<file path="src/rtl/life_pkg.sv">
`default_nettype none
// ============================================================================
//  Module   : life_pkg
//  Purpose  : Shared constants, encodings and helpers for the Game of Life
//             double-buffered board memory.
//  Revision : 1.0 - initial release
// ============================================================================
package life_pkg;

    // Seed pattern; row r of the board takes entry r mod 4.
    localparam logic [15:0] SEED_TAB [4] = '{16'hC813, 16'h338C, 16'h33CC, 16'h6186};

    // Fill sequencer states.
    typedef enum logic [1:0] {
        ST_IDLE = 2'd0,
        ST_FILL = 2'd1,
        ST_DONE = 2'd2
    } state_t;

    // What the fill sequencer writes.
    typedef enum logic [0:0] {
        FILL_CLEAR = 1'b0,
        FILL_SEED  = 1'b1
    } fill_mode_t;

    // Seed word for board row r, with bits at or above cols forced to zero.
    function automatic logic [15:0] seed_row(input int unsigned r, input int unsigned cols);
        logic [1:0]  w_idx;
        logic [15:0] w_word;
        w_idx  = 2'(r % 32'd4);
        w_word = SEED_TAB[w_idx];
        for (int unsigned i = 0; i < 16; i++) begin
            if (i >= cols) begin
                w_word[i] = 1'b0;
            end
        end
        return w_word;
    endfunction

endpackage
`default_nettype wire

</file>
<file path="src/rtl/life_bank_ram.sv">
`default_nettype none
// ============================================================================
//  Module   : life_bank_ram
//  Purpose  : One ROWS x COLS bank of cell state. One synchronous write port,
//             one combinational read port, one registered read port.
//             Rows at or beyond ROWS read as zero and ignore writes.
//  Revision : 1.0 - initial release
// ============================================================================
module life_bank_ram #(
    parameter int COLS  = 16,
    parameter int ROWS  = 4,
    parameter int ROW_W = (ROWS > 1) ? $clog2(ROWS) : 1
) (
    input  logic             clk,
    input  logic             rst_n,
    input  logic             wr_en,
    input  logic [ROW_W-1:0] wr_row,
    input  logic [COLS-1:0]  wr_data,
    input  logic [ROW_W-1:0] rd_row,
    output logic [COLS-1:0]  rd_data,
    input  logic [ROW_W-1:0] q_row,
    output logic [COLS-1:0]  q_data
);

    localparam logic [ROW_W:0] ROWS_V = (ROW_W + 1)'(ROWS);

    logic [COLS-1:0] r_mem [ROWS];
    logic            w_wr_ok;
    logic            w_rd_ok;
    logic            w_q_ok;

    assign w_wr_ok = ({1'b0, wr_row} < ROWS_V);
    assign w_rd_ok = ({1'b0, rd_row} < ROWS_V);
    assign w_q_ok  = ({1'b0, q_row}  < ROWS_V);

    // Storage write; contents deliberately have no reset.
    always_ff @(posedge clk) begin
        if (wr_en && w_wr_ok) begin
            r_mem[wr_row] <= wr_data;
        end
    end

    assign rd_data = w_rd_ok ? r_mem[rd_row] : '0;

    // Registered read port, one cycle latency.
    always_ff @(posedge clk or negedge rst_n) begin
        if (!rst_n) begin
            q_data <= '0;
        end else begin
            q_data <= w_q_ok ? r_mem[q_row] : '0;
        end
    end

endmodule
`default_nettype wire

</file>
<file path="src/rtl/life_board_mem.sv">
`default_nettype none
// ============================================================================
//  Module   : life_board_mem
//  Purpose  : Double-buffered Game of Life board. The current bank feeds the
//             VGA path and the neighbour selector; the selector writes the
//             other bank; a swap exchanges them. A fill sequencer clears or
//             seeds both banks after reset and on request.
//  Revision : 1.0 - initial release
// ============================================================================
module life_board_mem
    import life_pkg::*;
#(
    parameter int COLS  = 16,
    parameter int ROWS  = 4,
    parameter int ROW_W = (ROWS > 1) ? $clog2(ROWS) : 1,
    parameter int GEN_W = 16
) (
    input  logic             clk,
    input  logic             rst_n,
    input  logic [ROW_W-1:0] vga_row,
    output logic [COLS-1:0]  vga_alive,
    input  logic [ROW_W-1:0] sel_row,
    input  logic             sel_wr_en,
    input  logic [COLS-1:0]  sel_alive_in,
    output logic [COLS-1:0]  sel_alive_out,
    input  logic             swap_req,
    input  logic             clear_req,
    input  logic             seed_req,
    output logic             busy,
    output logic             cur_bank,
    output logic [GEN_W-1:0] gen_count
);

    localparam logic [ROW_W-1:0] LAST_ROW = ROW_W'(ROWS - 1);

    state_t           r_state,        w_state_nxt;
    fill_mode_t       r_fill_mode,    w_mode_nxt;
    logic [ROW_W-1:0] r_fill_row,     w_row_nxt;
    logic             r_cur_bank,     w_cur_nxt;
    logic [GEN_W-1:0] r_gen_count,    w_gen_nxt;
    logic             r_swap_pending, w_pend_nxt;
    logic             r_sel_bank;
    logic             w_fill_we;
    logic             w_sel_we;

    logic [1:0]       w_bank_we;
    logic [ROW_W-1:0] w_wr_row;
    logic [COLS-1:0]  w_wr_data;
    logic [COLS-1:0]  w_fill_word;
    logic [COLS-1:0]  w_vga_rd [2];
    logic [COLS-1:0]  w_sel_q  [2];

    // State register; reset lands in FILL/CLEAR so power-up zeroes the board.
    always_ff @(posedge clk or negedge rst_n) begin
        if (!rst_n) begin
            r_state        <= ST_FILL;
            r_fill_mode    <= FILL_CLEAR;
            r_fill_row     <= '0;
            r_cur_bank     <= 1'b0;
            r_gen_count    <= '0;
            r_swap_pending <= 1'b0;
            r_sel_bank     <= 1'b0;
        end else begin
            r_state        <= w_state_nxt;
            r_fill_mode    <= w_mode_nxt;
            r_fill_row     <= w_row_nxt;
            r_cur_bank     <= w_cur_nxt;
            r_gen_count    <= w_gen_nxt;
            r_swap_pending <= w_pend_nxt;
            r_sel_bank     <= r_cur_bank;
        end
    end

    // Next-state logic: fill sequencing, swap handling, selector write gating.
    always_comb begin
        w_state_nxt = r_state;
        w_mode_nxt  = r_fill_mode;
        w_row_nxt   = r_fill_row;
        w_cur_nxt   = r_cur_bank;
        w_gen_nxt   = r_gen_count;
        w_pend_nxt  = r_swap_pending;
        w_fill_we   = 1'b0;
        w_sel_we    = 1'b0;
        unique case (r_state)
            ST_FILL: begin
                w_fill_we  = 1'b1;
                w_pend_nxt = r_swap_pending | swap_req;
                if (r_fill_row == LAST_ROW) begin
                    w_state_nxt = ST_DONE;
                end else begin
                    w_row_nxt = r_fill_row + ROW_W'(1);
                end
            end
            ST_DONE: begin
                w_cur_nxt   = 1'b0;
                w_gen_nxt   = '0;
                w_pend_nxt  = r_swap_pending | swap_req;
                w_state_nxt = ST_IDLE;
            end
            ST_IDLE: begin
                w_sel_we = sel_wr_en;
                if (clear_req || seed_req) begin
                    // A swap arriving with a fill request waits for the fill.
                    w_state_nxt = ST_FILL;
                    w_mode_nxt  = clear_req ? FILL_CLEAR : FILL_SEED;
                    w_row_nxt   = '0;
                    w_pend_nxt  = r_swap_pending | swap_req;
                end else if (swap_req || r_swap_pending) begin
                    w_cur_nxt  = ~r_cur_bank;
                    w_gen_nxt  = r_gen_count + GEN_W'(1);
                    w_pend_nxt = 1'b0;
                end
            end
            default: begin
                w_state_nxt = ST_IDLE;
            end
        endcase
    end

    assign w_fill_word = (r_fill_mode == FILL_SEED) ?
                         COLS'(seed_row(32'(r_fill_row), 32'(COLS))) : '0;

    // Fill writes both banks; selector writes only the bank not on display.
    assign w_bank_we[0] = w_fill_we | (w_sel_we &  r_cur_bank);
    assign w_bank_we[1] = w_fill_we | (w_sel_we & ~r_cur_bank);
    assign w_wr_row     = w_fill_we ? r_fill_row  : sel_row;
    assign w_wr_data    = w_fill_we ? w_fill_word : sel_alive_in;

    for (genvar b = 0; b < 2; b++) begin : g_bank
        life_bank_ram #(
            .COLS  (COLS),
            .ROWS  (ROWS),
            .ROW_W (ROW_W)
        ) u_bank (
            .clk     (clk),
            .rst_n   (rst_n),
            .wr_en   (w_bank_we[b]),
            .wr_row  (w_wr_row),
            .wr_data (w_wr_data),
            .rd_row  (vga_row),
            .rd_data (w_vga_rd[b]),
            .q_row   (sel_row),
            .q_data  (w_sel_q[b])
        );
    end

    assign vga_alive     = w_vga_rd[r_cur_bank];
    assign sel_alive_out = w_sel_q[r_sel_bank];
    assign busy          = (r_state != ST_IDLE);
    assign cur_bank      = r_cur_bank;
    assign gen_count     = r_gen_count;

endmodule
`default_nettype wire

</file>
<file path="config.mk">
export PLATFORM = sky130hd
export DESIGN_NAME = life_board_mem
export DESIGN_NICKNAME = d
export VERILOG_FILES = /design/src/rtl/life_pkg.sv /design/src/rtl/life_bank_ram.sv /design/src/rtl/life_board_mem.sv
export SDC_FILE = /design/constraint.sdc
export NUM_CORES = 1
export LEC_CHECK = 0
export ABC_AREA = 1
export CAP_MARGIN = 5
export CORE_ASPECT_RATIO = 1.25
export CORE_MARGIN = 2
export CORE_UTILIZATION = 59
export CTS_CLUSTER_SIZE = 8
export DETAILED_ROUTE_END_ITERATION = 12
export PLACE_DENSITY = 0.8
export SLEW_MARGIN = 30
export SYNTH_ARGS = -nofsm -noshare
export SYNTH_HDL_FRONTEND = slang
export SYNTH_HIERARCHICAL = 1
export SYNTH_SLANG_ARGS = --single-unit
export TNS_END_PERCENT = 30
</file>
<file path="constraint.sdc">
create_clock -name clk -period 4.4 [get_ports clk]
set_input_delay 0.44 -clock clk [delete_from_list [all_inputs] [get_ports clk]]
set_output_delay 0.44 -clock clk [all_outputs]
set_load 0.05 [all_outputs]
</file>
==> impl_metrics.ini <==
[synth]
synth_area_um2 = 9445
ys_seq_elements = 184
synth.avg_cell_area_um2 = 8.650
synthCells = 1092
seq_area_frac_synth_pct = 55.54
netlist-cell-type-count = 34
yosys_warnings = 6
syn_nets = 1126

[power]
pwr-share-comb_pct = 35.2
power_switching_uw = 2464
ir_worst_vdd_mv = 0.4561
clock_power_share_pct = 25.3
intPower_uw = 4097
p_leak_uw = 0.005109
p_per_area_nw_per_um2 = 606.7
p_seq_share_pct = 39.5
netSwitchingFraction_pct = 37.56

[detailed_routing]
highest_layer = met4
wl_met2_um = 12370
routed_wirelength_um = 24580
wl_met1_um = 8966
drtIter0Drc = 942
dr.pass1.iters = 7
via_count = 7652
wl_met3_um = 2242
avgViaCountPerCell = 5.549
drcViolationCount = 0
drt.antenna.violating_nets = 0
post_drt_wl_per_cell_um = 17.82

[global_routing]
grt_usage_pct = 29.89
grt_max_degree = 67
grt_overflow = 0
grt_pass1_vias = 7551
grt_pass1_wl_um = 38230
antenna_found_initial = 0

[worst_setup_path]
worstPathRequired_ns = 3.96
slowest_stage = dfrtp_1
cpPeakStageDelay_ns = 0.90
crit_path_end = vga_alive[1]
crit_path_frequent_cell = nand2_1
setup.worst_path.end_class = primary output
cp_data_arrival_time_ns = 3.15
worstReg2RegStart = cur_bank$_DFFE_PN0P_
crit_path_start_kind = register
r2r.worst_path.cells = 6
path_cells = clkinv_1 -> buf_4 -> nand2_1 -> nand2_1 -> clkdlybuf4s50_1
crit_type = reg -> out
worstPathMaxFanout = 20
reg2reg_setup_slack_ns = 1.44
startpoint = cur_bank$_DFFE_PN0P_
reg2reg_to = g_bank[0].u_bank/r_mem[0][13]$_DFFE_PP_

[timing]
hold_violations = 0
fin_skew_ns = 0.006146
max_slew_margin_pct = 38.40
post-route-min-period_ns = 3.586
slew_viol_final = 0
worstMarginPinSlew_ns = 0.9144
rsz0062_at_grt = false
setup_tns_ns = 0
fmax_mhz = 278.9
holdWs_ns = 0.4591
finalSetupViolCount = 0
fin_crit_sh_pct = 81.50

[cells_and_area]
final_area_um2 = 10810
seq_area_um2 = 5246
syn2layout_area_growth_pct = 14.49
fill_cells = 1188
multi_input_area_um2 = 3141
drive_gt1_share_pct = 8.483
insertedDiodeCount = 0
layout.nets = 1188

[floorplanning]
placeableCoreArea_um2 = 15630
fp-row-count = 51
ioPinCount = 76
die_w_um = 117.2
die_height_um = 145.5
start_util_pct = 60.42
die_area_um2 = 17040

[clocking]
post_cts.repair.setup_buffers = 0
clkTransAtPathRegs_ns = 0.07
cts_max_level = 4
cts_resized = 0
numCtsBuffers = 17
cts_root_buffer = clkbuf_16
worst_skew_pair.late_latency_ns = 0.43
clkSinkCount = 184
cts_buffer_depth = 2
cts_tree = done
ctsHoldBuffers = 1

[place]
port_buffers = 75
place_hpwl_um = 15580
dpl_cell_area_um2 = 10160
place.gp.congestion = 0.9486

[min_path]
hp-class = in -> async

[run]
cap_violations = 0

[run_status]
outcome = complete, no violations
worst min-delay path by stage:
stage	cells after the start	to	slack, ns	start
final	2	g_bank[0].u_bank/q_data[12]$_DFF_PN0_	0.46	rst_n
after floorplan	0	cur_bank$_DFFE_PN0P_	0.14	rst_n
after global routing	2	g_bank[0].u_bank/q_data[10]$_DFF_PN0_	0.51	rst_n
after CTS	2	g_bank[0].u_bank/q_data[12]$_DFF_PN0_	0.46	rst_n
after global placement	1	g_bank[1].u_bank/q_data[8]$_DFF_PN0_	0.38	rst_n
after detailed placement	1	g_bank[1].u_bank/q_data[8]$_DFF_PN0_	0.38	rst_n
worst max-delay path: cells and delay by family (launching register included):
kind                   cells  cell delay (ns)
and+or+nand+nor            2             0.16
DFF                        1             0.90
buffers and inverters      3             1.64
layout by cell type, fill, tap and decap left out, types with 3 or more instances in the layout:
cell / synthesis / layout
nand2_1: 443 / 443
dfrtp_1: 55 / 55
inv_2: 4 / 4
buf_4: 12 / 17
nor2_2: 4 / 4
clkbuf_16: 0 / 17
nor2_1: 27 / 27
edfxtp_1: 128 / 128
nor3_2: 0 / 8
a21oi_1: 6 / 6
ha_1: 8 / 8
mux2_2: 16 / 16
inv_1: 160 / 160
bufinv_16: 0 / 5
nand3_1: 140 / 140
inv_4: 4 / 4
clkinv_2: 0 / 3
nor2_4: 4 / 4
buf_2: 8 / 3
clkdlybuf4s50_1: 0 / 72
o21ai_0: 17 / 16
cells in the mapped netlist:
master	count	share of area (%)
nand3_1	140	7.4
nor3_1	10	0.53
inv_2	4	0.16
nand2_2	2	0.13
o21a_1	1	0.080
buf_4	12	0.95
buf_1	1	0.040
a21oi_1	6	0.32
o311a_2	1	0.12
a22o_1	1	0.093
buf_12	1	0.21
nand3_4	1	0.19
inv_4	4	0.26
dfstp_2	1	0.28
o21ai_0	17	0.90
a22oi_1	1	0.080
nand2_1	443	18
nor2_2	4	0.26
nor2_1	27	1.1
ha_1	8	1.1
or2_2	1	0.066
mux2_2	16	1.9
buf_2	8	0.42
nor2_4	4	0.48
dfrtp_1	55	15
o21bai_1	1	0.080
clkbuf_1	2	0.080
clkinv_1	1	0.040
nand4_1	2	0.13
edfxtp_1	128	41
nand2_4	1	0.12
inv_1	160	6.4
buf_6	26	3.1
a21oi_2	2	0.19
through the flow:
step | std cells | power [uW] | utilization (%) | worst slack (ns)
2_1_floorplan | 1092 | 4132 | - | 1.269
3_5_place_dp | 1346 | 4900 | 64.99 | 1.346
4_1_cts | 1379 | 6561 | 69.17 | 0.8959
5_1_grt | 1379 | 6848 | 69.17 | 0.6844
6_report | 1379 | 6561 | 69.17 | 0.8140
3_3_place_gp | 1346 | 4841 | 64.99 | 1.344
registers in the layout, indices dropped and copies added (netlist names):
register,count
g_bank.u_bank/r_mem,128
g_bank.u_bank/q_data,32
r_swap_pending,1
r_fill_row,2
r_fill_mode,1
cur_bank,1
gen_count,16
r_sel_bank,1
r_state,2
cell type report:
type | count | area share, %
Clock buffer | 20 | 4.131
Clock inverter | 12 | 1.828
Inverter | 169 | 5.959
Multi-Input combinational cell | 689 | 29.04
Sequential cell | 184 | 48.51
Tap cell | 212 | 2.453
Timing Repair Buffer | 93 | 8.076
logic make-up after synthesis:
logic type	after synthesis	share of synthesized area, %
AND/OR/NAND/NOR	635	28.00
multiplexers	16	1.908
buffers and inverters	219	11.63
AO/OA/AOI/OAI	30	1.855
flip-flops	184	55.54
adder cells (fa/ha/maj)	8	1.060
routing by layer:
layer,global-route usage [%],up-vias
met1,37.20,3557
met5,0,-
met4,15.94,0
met2,49.48,468
met3,4.706,84
li1,-,3543
power groups by stage:
stage | clock, uW | combinational, uW | sequential [uW]
after global placement | 0 | 2240 | 2610
after floorplan | 0 | 1540 | 2600
after detailed placement | 0 | 2280 | 2620
after CTS | 1670 | 2300 | 2590
after global routing | 1740 | 2490 | 2630
final | 1660 | 2310 | 2590
Note: power is estimated with default switching activity, not from simulation.
